<file path="src/rtl/seq_ser_pkg.sv">
// Shared definitions for the word serializer: FSM state encoding, the default
// word width and the even-parity helper used by the optional parity cycle.
package seq_ser_pkg;

  localparam int unsigned SEQ_SER_WIDTH_DEF = 8;

  typedef enum logic [1:0] {
    IDLE   = 2'd0,
    SHIFT  = 2'd1,
    PARITY = 2'd2
  } ser_state_e;

  // Even-parity bit of a word: XOR of all bits. Narrow words are zero-extended.
  function automatic logic even_parity(input logic [31:0] word);
    return ^word;
  endfunction

endpackage

</file>
<file path="src/rtl/seq_word_serializer.sv">
// Parallel-to-serial feeder for the 1101 sequence detector. Words arrive over
// a valid/ready handshake and leave MSB-first on seq, one bit per clock. A
// one-word hold buffer lets the next word follow with no idle cycle so that
// patterns spanning a word boundary reach the detector intact.
//
// Build option: define SEQ_SER_PARITY_EN to append an even-parity bit after
// the LSB of every word (word_done then marks the parity cycle).
//
// state  | meaning
// IDLE   | nothing to send; seq=0, seq_valid=0
// SHIFT  | data bits of the current word on seq, MSB first
// PARITY | parity bit of the current word on seq (SEQ_SER_PARITY_EN only)
module seq_word_serializer
  import seq_ser_pkg::*;
#(
  parameter int unsigned WIDTH = SEQ_SER_WIDTH_DEF
) (
  input  logic             clk,
  input  logic             arstn,
  input  logic [WIDTH-1:0] data_in,
  input  logic             load_valid,
  output logic             load_ready,
  output logic             seq,
  output logic             seq_valid,
  output logic             word_done
);

  localparam int unsigned CNT_W = $clog2(WIDTH);
  localparam logic [CNT_W-1:0] LAST_IDX = CNT_W'(WIDTH - 1);

  ser_state_e       state_q, state_d;
  logic [WIDTH-1:0] shift_q, shift_d;
  logic [CNT_W-1:0] cnt_q, cnt_d;
  logic [WIDTH-1:0] hold_q, hold_d;
  logic             hold_full_q, hold_full_d;
`ifdef SEQ_SER_PARITY_EN
  logic             par_q, par_d;
`endif

  logic xfer;
  logic take_next;

  // ready is purely the registered hold flag, so no path from load_valid
  assign load_ready = ~hold_full_q;
  assign xfer       = load_valid & ~hold_full_q;

  // Next-state logic: shifting, hold-buffer capture and next-word selection
  always_comb begin
    state_d     = state_q;
    shift_d     = shift_q;
    cnt_d       = cnt_q;
    hold_d      = hold_q;
    hold_full_d = hold_full_q;
`ifdef SEQ_SER_PARITY_EN
    par_d       = par_q;
`endif
    take_next   = 1'b0;

    case (state_q)
      IDLE: begin
        if (xfer) begin
          shift_d = data_in;
          cnt_d   = '0;
          state_d = SHIFT;
`ifdef SEQ_SER_PARITY_EN
          par_d   = even_parity(32'(data_in));
`endif
        end
      end
      SHIFT: begin
        shift_d = {shift_q[WIDTH-2:0], 1'b0};
        cnt_d   = cnt_q + CNT_W'(1);
        if (xfer) begin
          hold_d      = data_in;
          hold_full_d = 1'b1;
        end
        if (cnt_q == LAST_IDX) begin
`ifdef SEQ_SER_PARITY_EN
          state_d = PARITY;
`else
          take_next = 1'b1;
`endif
        end
      end
`ifdef SEQ_SER_PARITY_EN
      PARITY: begin
        take_next = 1'b1;
      end
`endif
      default: begin
        state_d = IDLE;
      end
    endcase

    // End of word: a held word wins, else a word arriving right now bypasses
    // the hold buffer, else go idle.
    if (take_next) begin
      cnt_d = '0;
      if (hold_full_q) begin
        shift_d     = hold_q;
        hold_full_d = 1'b0;
        state_d     = SHIFT;
`ifdef SEQ_SER_PARITY_EN
        par_d       = even_parity(32'(hold_q));
`endif
      end else if (xfer) begin
        shift_d     = data_in;
        hold_d      = hold_q;
        hold_full_d = 1'b0;
        state_d     = SHIFT;
`ifdef SEQ_SER_PARITY_EN
        par_d       = even_parity(32'(data_in));
`endif
      end else begin
        state_d = IDLE;
      end
    end
  end

  // Output decode: seq is forced low outside active bit cycles
  always_comb begin
    seq       = 1'b0;
    seq_valid = 1'b0;
    word_done = 1'b0;
    case (state_q)
      SHIFT: begin
        seq       = shift_q[WIDTH-1];
        seq_valid = 1'b1;
`ifndef SEQ_SER_PARITY_EN
        word_done = (cnt_q == LAST_IDX);
`endif
      end
`ifdef SEQ_SER_PARITY_EN
      PARITY: begin
        seq       = par_q;
        seq_valid = 1'b1;
        word_done = 1'b1;
      end
`endif
      default: begin
        seq       = 1'b0;
        seq_valid = 1'b0;
      end
    endcase
  end

  // State, shift register, counter and hold buffer; reset drops any word in flight
  always_ff @(posedge clk or negedge arstn) begin
    if (!arstn) begin
      state_q     <= IDLE;
      shift_q     <= '0;
      cnt_q       <= '0;
      hold_q      <= '0;
      hold_full_q <= 1'b0;
`ifdef SEQ_SER_PARITY_EN
      par_q       <= 1'b0;
`endif
    end else begin
      state_q     <= state_d;
      shift_q     <= shift_d;
      cnt_q       <= cnt_d;
      hold_q      <= hold_d;
      hold_full_q <= hold_full_d;
`ifdef SEQ_SER_PARITY_EN
      par_q       <= par_d;
`endif
    end
  end

endmodule
</file>
<file path="config.mk">
export PLATFORM = sky130hd
export DESIGN_NAME = seq_word_serializer
export DESIGN_NICKNAME = d
export VERILOG_FILES = /design/src/rtl/seq_ser_pkg.sv /design/src/rtl/seq_word_serializer.sv
export SDC_FILE = /design/constraint.sdc
export NUM_CORES = 1
export LEC_CHECK = 0
export ABC_AREA = 0
export BUFFER_PORTS_ARGS = -buffer_cell sky130_fd_sc_hd__buf_2
export CAP_MARGIN = 20
export CORE_MARGIN = 2
export CORE_UTILIZATION = 55
export DETAILED_ROUTE_END_ITERATION = 7
export PLACE_DENSITY = 0.77
export SETUP_SLACK_MARGIN = 0.15
export SLEW_MARGIN = 20
export SYNTH_ARGS = -nofsm -noshare
export SYNTH_HDL_FRONTEND = slang
export SYNTH_SLANG_ARGS = --single-unit
</file>
<file path="constraint.sdc">
create_clock -name clk -period 4.5 [get_ports clk]
set_clock_uncertainty 0.2 [all_clocks]
set_input_delay 0.225 -clock clk [delete_from_list [all_inputs] [get_ports clk]]
set_output_delay 0.225 -clock clk [all_outputs]
set_load 0.01 [all_outputs]
</file>
==> metrics, run 1 <==
outcome finished clean; largest net degree at the start of global routing 22; VDD IR max 0.323 mV; Comb pwr share 38.5%; power share of the sequential group 48.7%; GP Congestion 0.795; yosys warns 0; clock transition at the registers of the reported paths 110 ps; cell family with most CP delay simple AND/OR/NAND/NOR gates; CP bufs+invs 0; Core Rows 15; worst-skew pair later-pin latency 290 ps; non-filler instance count after layout 129; CP Class reg2reg; core area 1760 µm²; Routed Antenna Nets 0; pins over their slew limit 0; PortBufs 14; number of inserted diodes 0; placed instance area 1100 µm²; H-Tree Level Count 1; Psw 241 µW; DR iter-0 viols 16; most frequent cells in the layout dfrtp_1 (21), buf_2 (14), dlygate4sd3_1 (9); unrepaired setup endpoints after global routing no; slowest CP cell dfrtp_1; DR vias 781; Fin. Hold Viols 0; # nets final 118; pwr dens 568 nW/µm²; Multi-input gate area 468 µm²; Hold-fix buffers, CTS 9; Post-Synthesis Net Count 96; pin slew with the least headroom to its limit 821 ps; CP Cell Sequence ha_1, ha_1, nand2b_1, nor2_4, mux2_1; fmax 465 MHz; Final Cycle Share 47.7%; Die H 47.8 µm; initial antenna violation count 0; TritonCTS Buffers 3; post-synthesis cell type count 33; CTS max path bufs 2; CTS tree done; detailed-route DRC error count 0; WL final 2020 µm; setup bufs post-CTS 0; Setup crit end kind flop; Avg WL per Cell 15.6 µm; Max-Cap Viols 0; vias in the first global route 735; final count of negative-setup-slack endpoints 0; Worst Path Required 4480 ps; GRT overflow 0; DRT Pass-1 Iters 4; register area share after synthesis 49.9%; FF/Latch Area 526 µm²; cells after synthesis 83; CP arrival 2130 ps; Die Area 2280 µm²; Chip Width 47.8 µm; crit start category flop; IO Pins 15; Sink Count 21; crit path max fanout 8; switch share 34.8%; Placed Cells 116; gr usage total 20.8%; commonest non-fill, non-tap cell in the layout dfrtp_1; CTS Root Cell clkbuf_4; cell area after synthesis 1050 µm²; Max stage delay on crit path 410 ps; # resized after CTS 0; Fillers 144; vias per inst 6.05; post-route cell area 1220 µm²; Setup Total Neg Slack 0 ps; Int Pwr 451 µW; Syn Area/Cell 12.7 µm²; Initial Utilization 59.7%; first-pass GRT wire length 3220 µm; dpl hpwl 1350 µm; LEAKAGE 0.596 nW; Slew HR 45.2%; most used cell, CP ha_1; Tmin final 2150 ps; Hold Crit Class in2reg; Yosys reg bits 21; share of cells above drive strength 1 21.2%; clock share of power 12.8%; P&R area growth vs syn 15.7%
-- synthesized netlist by cell type --
cell      number  area, µm²
a211o_1        4       35.0
a21oi_1        1       5.00
a221o_1        2       20.0
a22o_1         2       17.5
a31oi_1        1       6.26
a32o_1         6       60.1
a32oi_1        1       8.76
and2_1         3       18.8
and3_1         1       6.26
buf_4          2       15.0
buf_6          3       33.8
clkbuf_1       1       3.75
dfrtp_1       21        526
ha_1           2       25.0
inv_1          2       7.51
mux2_1         7       78.8
mux2_2         2       22.5
mux2i_1        1       10.0
nand2_1        1       3.75
nand2b_1       2       12.5
nand3b_1       1       7.51
nor2_1         1       3.75
nor2_2         1       6.26
nor2_4         1       11.3
nor2b_1        2       12.5
o211a_1        4       40.0
o211ai_1       1       7.51
o21ai_0        2       10.0
o21ai_1        1       5.00
o22ai_1        1       6.26
o311ai_1       1       8.76
or3b_2         1       8.76
or4b_1         1       10.0
-- power groups by stage --
stage | logic (mW) | registers, mW | clock network [mW]
after floorplan | 0.240 | 0.312 | 0
after global placement | 0.252 | 0.338 | 0
after detailed placement | 0.259 | 0.340 | 0
after CTS | 0.268 | 0.336 | 0.0909
after global routing | 0.295 | 0.346 | 0.0999
final | 0.266 | 0.337 | 0.0887
-- layout make-up --
| class | count | area share, % |
|---|---|---|
| inverter | 2 | 0.616 |
| multi-input combinational | 54 | 38.4 |
| tap | 25 | 2.57 |
| sequential | 21 | 43.1 |
| timing repair buffer | 23 | 13.1 |
| clock buffer | 4 | 2.16 |
-- stage by stage --
step	hold slack, ps	setup slack [ps]	util [%]	power (mW)
after floorplan	-271	2570	-	0.552
after global placement	-0.617	2420	62.5	0.590
after detailed placement	6.83	2380	62.5	0.599
after CTS	57.0	2350	69.1	0.695
after global routing	94.0	2220	69.1	0.741
final	59.2	2350	69.1	0.692
-- state kept, by name, summed over array words and instances (netlist names) --
signal       count
state_q          1
hold_full_q      1
shift_q          8
cnt_q            3
hold_q           8
-- tightest hold or removal path, stage by stage --
cell and delay (ps):
buf_2 130, a21oi_1 80, nor2_1 80
-- worst paths after layout --
kind                            start          end  slack, ps  depth (start not counted)
max in group asynchronous       arstn  hold_full_q       3590                          2
hold reg to reg             hold_q[3]    hold_q[3]        300                          1
setup reg to reg             cnt_q[0]    hold_q[1]       2350                          5
setup / recovery             cnt_q[0]    hold_q[1]       2350                          5
hold / removal             load_valid  hold_full_q         60                          3
min in group asynchronous       arstn   shift_q[7]        200                          2
-- per-layer routing --
| layer | wire length [µm] | vias up | part of all wire [%] | track usage [%] |
|---|---|---|---|---|
| li1 | - | 364 | - | - |
| met1 | 942 | 400 | 47 | 27.3 |
| met2 | 993 | 15 | 49 | 33.6 |
| met3 | 67 | 2 | 3.3 | 4.53 |
| met4 | 12 | 0 | 0.60 | 8.11 |
| met5 | 0 | - | 0 | 0 |
-- cell families after synthesis --
logic type,after synthesis,share of synthesized area [%]
AO/OA/AOI/OAI,27,21.9
flip-flops,21,49.9
AND/OR/NAND/NOR,15,9.62
multiplexers,10,10.6
buffers and inverters,8,5.70
adder cells (fa/ha/maj),2,2.37
Power figures use the tool's default switching activity.
==> run 2, diff against run 1 <==
--- a/config.mk
+++ b/config.mk
@@ -9,9 +9,9 @@
 export BUFFER_PORTS_ARGS = -buffer_cell sky130_fd_sc_hd__buf_2
 export CAP_MARGIN = 20
 export CORE_MARGIN = 2
-export CORE_UTILIZATION = 55
+export CORE_UTILIZATION = 49
 export DETAILED_ROUTE_END_ITERATION = 7
-export PLACE_DENSITY = 0.77
+export PLACE_DENSITY = 0.73
 export SETUP_SLACK_MARGIN = 0.15
 export SLEW_MARGIN = 20
 export SYNTH_ARGS = -nofsm -noshare
==> constraint.sdc (replaced) <==
create_clock -name clk -period 1.9 [get_ports clk]
set_clock_uncertainty 0.2 [all_clocks]
set_input_delay 0.095 -clock clk [delete_from_list [all_inputs] [get_ports clk]]
set_output_delay 0.095 -clock clk [all_outputs]
set_load 0.01 [all_outputs]
==> metrics, run 2 (synthesis gave the netlist of run 1 again) <==
CTS Root Cell clkbuf_4; Routed Antenna Nets 0 (unchanged); Final Cycle Share 97.4% (+50 points); Max-Cap Viols 0 (unchanged); most frequent cells in the layout dfrtp_1 (21), buf_2 (14), dlygate4sd3_1 (10); # nets final 127 (+7.6%); pin slew with the least headroom to its limit 474 ps (-347 ps); CP arrival 1850 ps (-280 ps); LEAKAGE 0.677 nW (+14%); first-pass GRT wire length 3700 µm (+15%); number of inserted diodes 0 (unchanged); Setup Total Neg Slack 0 ps (unchanged); PortBufs 14 (unchanged); DR iter-0 viols 27 (+11); crit path max fanout 7 (-1); Hold Crit Class in2async; outcome finished clean; worst-skew pair later-pin latency 310 ps (+20 ps); P&R area growth vs syn 31.8%; VDD IR max 0.949 mV (+190%); crit start category flop; IO Pins 15 (unchanged); DR vias 828 (+6.0%); CTS max path bufs 2 (unchanged); setup ws final 49.9 ps (-2300 ps); dpl hpwl 1510 µm (+12%); gr usage total 18.8% (-2.0 points); Die H 50.4 µm (+5.5%); top flop regs hold_q: 8 flops, shift_q: 8 flops, cnt_q: 3 flops; Fin. Hold Viols 0 (unchanged); Crit Reg-Reg Startpoint cnt_q[1]; vias per inst 5.91 (-2.3%); Chip Width 50.4 µm (+5.5%); Core Rows 16 (+1); share of cells above drive strength 1 40.7% (+20 points); vias in the first global route 783 (+6.5%); Tmin final 1850 ps (-298 ps); Setup crit end kind flop; worst hold slack 64.9 ps (+5.78 ps); WL final 2380 µm (+18%); clock transition at the registers of the reported paths 120 ps (about the same); pre-CTS WS 9.86 ps (-2370 ps); GRT overflow 0 (unchanged); Sink Count 21 (unchanged); Avg WL per Cell 17.0 µm (+8.6%); crit path from cnt_q[1]; pins over their slew limit 0 (unchanged); final count of negative-setup-slack endpoints 0 (unchanged); pwr dens 1400 nW/µm² (+150%); GP Congestion 0.760 (-4.4%); fmax 541 MHz (+16%); CP Class reg2reg; initial antenna violation count 0 (unchanged); unrepaired setup endpoints after global routing yes; core area 2000 µm² (+13%); H-Tree Level Count 1 (unchanged); Worst Path Required 1900 ps (-2580 ps); commonest non-fill, non-tap cell in the layout dfrtp_1; largest net degree at the start of global routing 22 (unchanged); Slew HR 68.4% (+23 points); Initial Utilization 52.6% (-7.1 points); Die Area 2540 µm² (+11%); DRT Pass-1 Iters 4 (unchanged); CTS tree done; TritonCTS Buffers 3 (unchanged); detailed-route DRC error count 0 (unchanged)
-- run 2: cell count changes in the layout (fill, tap and decap cells not counted), moves of 2 or more --
cell / delta
ha_1: -2
mux2_4: +7
buf_4: +7
mux2_1: -6
ha_4: +2
-- run 2: final timing paths --
check / to / slack, ps / cells past startpoint
max reg2reg: hold_q[1] / 50 / 6
max: hold_q[1] / 50 / 6
min: shift_q[1] / 60 / 2
min reg2reg: shift_q[7] / 310 / 1
max in group asynchronous: hold_full_q / 1110 / 2
min in group clk: shift_q[7] / 310 / 1
-- run 2: report_power, final --
part           internal [mW]  switching (mW)
sequential             0.647           0.182
combinational          0.548           0.353
clock                 0.0786           0.140
total                   1.27           0.675
-- run 2: per-stage QoR --
stage / cell area (µm²) / cells / power [mW] / util, %
6_report: 1390 / 140 / 1.95 / 69.4
5_1_grt: 1390 / 140 / 2.07 / 69.4
4_1_cts: 1350 / 138 / 1.86 / 67.4
3_5_place_dp: 1160 / 122 / 1.52 / 58.2
3_3_place_gp: 1160 / 122 / 1.48 / 58.2
2_1_floorplan: 1090 / 83 / 1.37 / -
-- run 2: repair_timing --
item / CTS / global route
hold endpoints to repair: 38 / 0
hold buffers: 10 / 0
setup endpoints to repair: 16 / 17
resized for setup: 8 / 6
pin swaps: 1 / 12
buffers inserted: 2 / 2
-- run 2: critical path, cell delays in order (launching register included) --
cell and delay [ps]:
dfrtp_1 440, ha_4 180, ha_4 170, nand2b_4 180
nor2_4 140, buf_12 140, mux2_4 300
-- run 2: per-layer routing --
layer  part of all wire (%)  track usage, %
met4                    1.0            4.05
met5                      0               0
met1                     44            26.9
met3                    4.3            1.79
met2                     51            30.9
-- run 2: final cells by class --
class	count	area [µm²]
Timing Repair Buffer	32	243
Tap cell	27	33.8
Clock inverter	1	5.00
Inverter	2	7.51
Sequential cell	21	526
Fill cell	143	613
Clock buffer	3	22.5
Multi-Input combinational cell	54	552
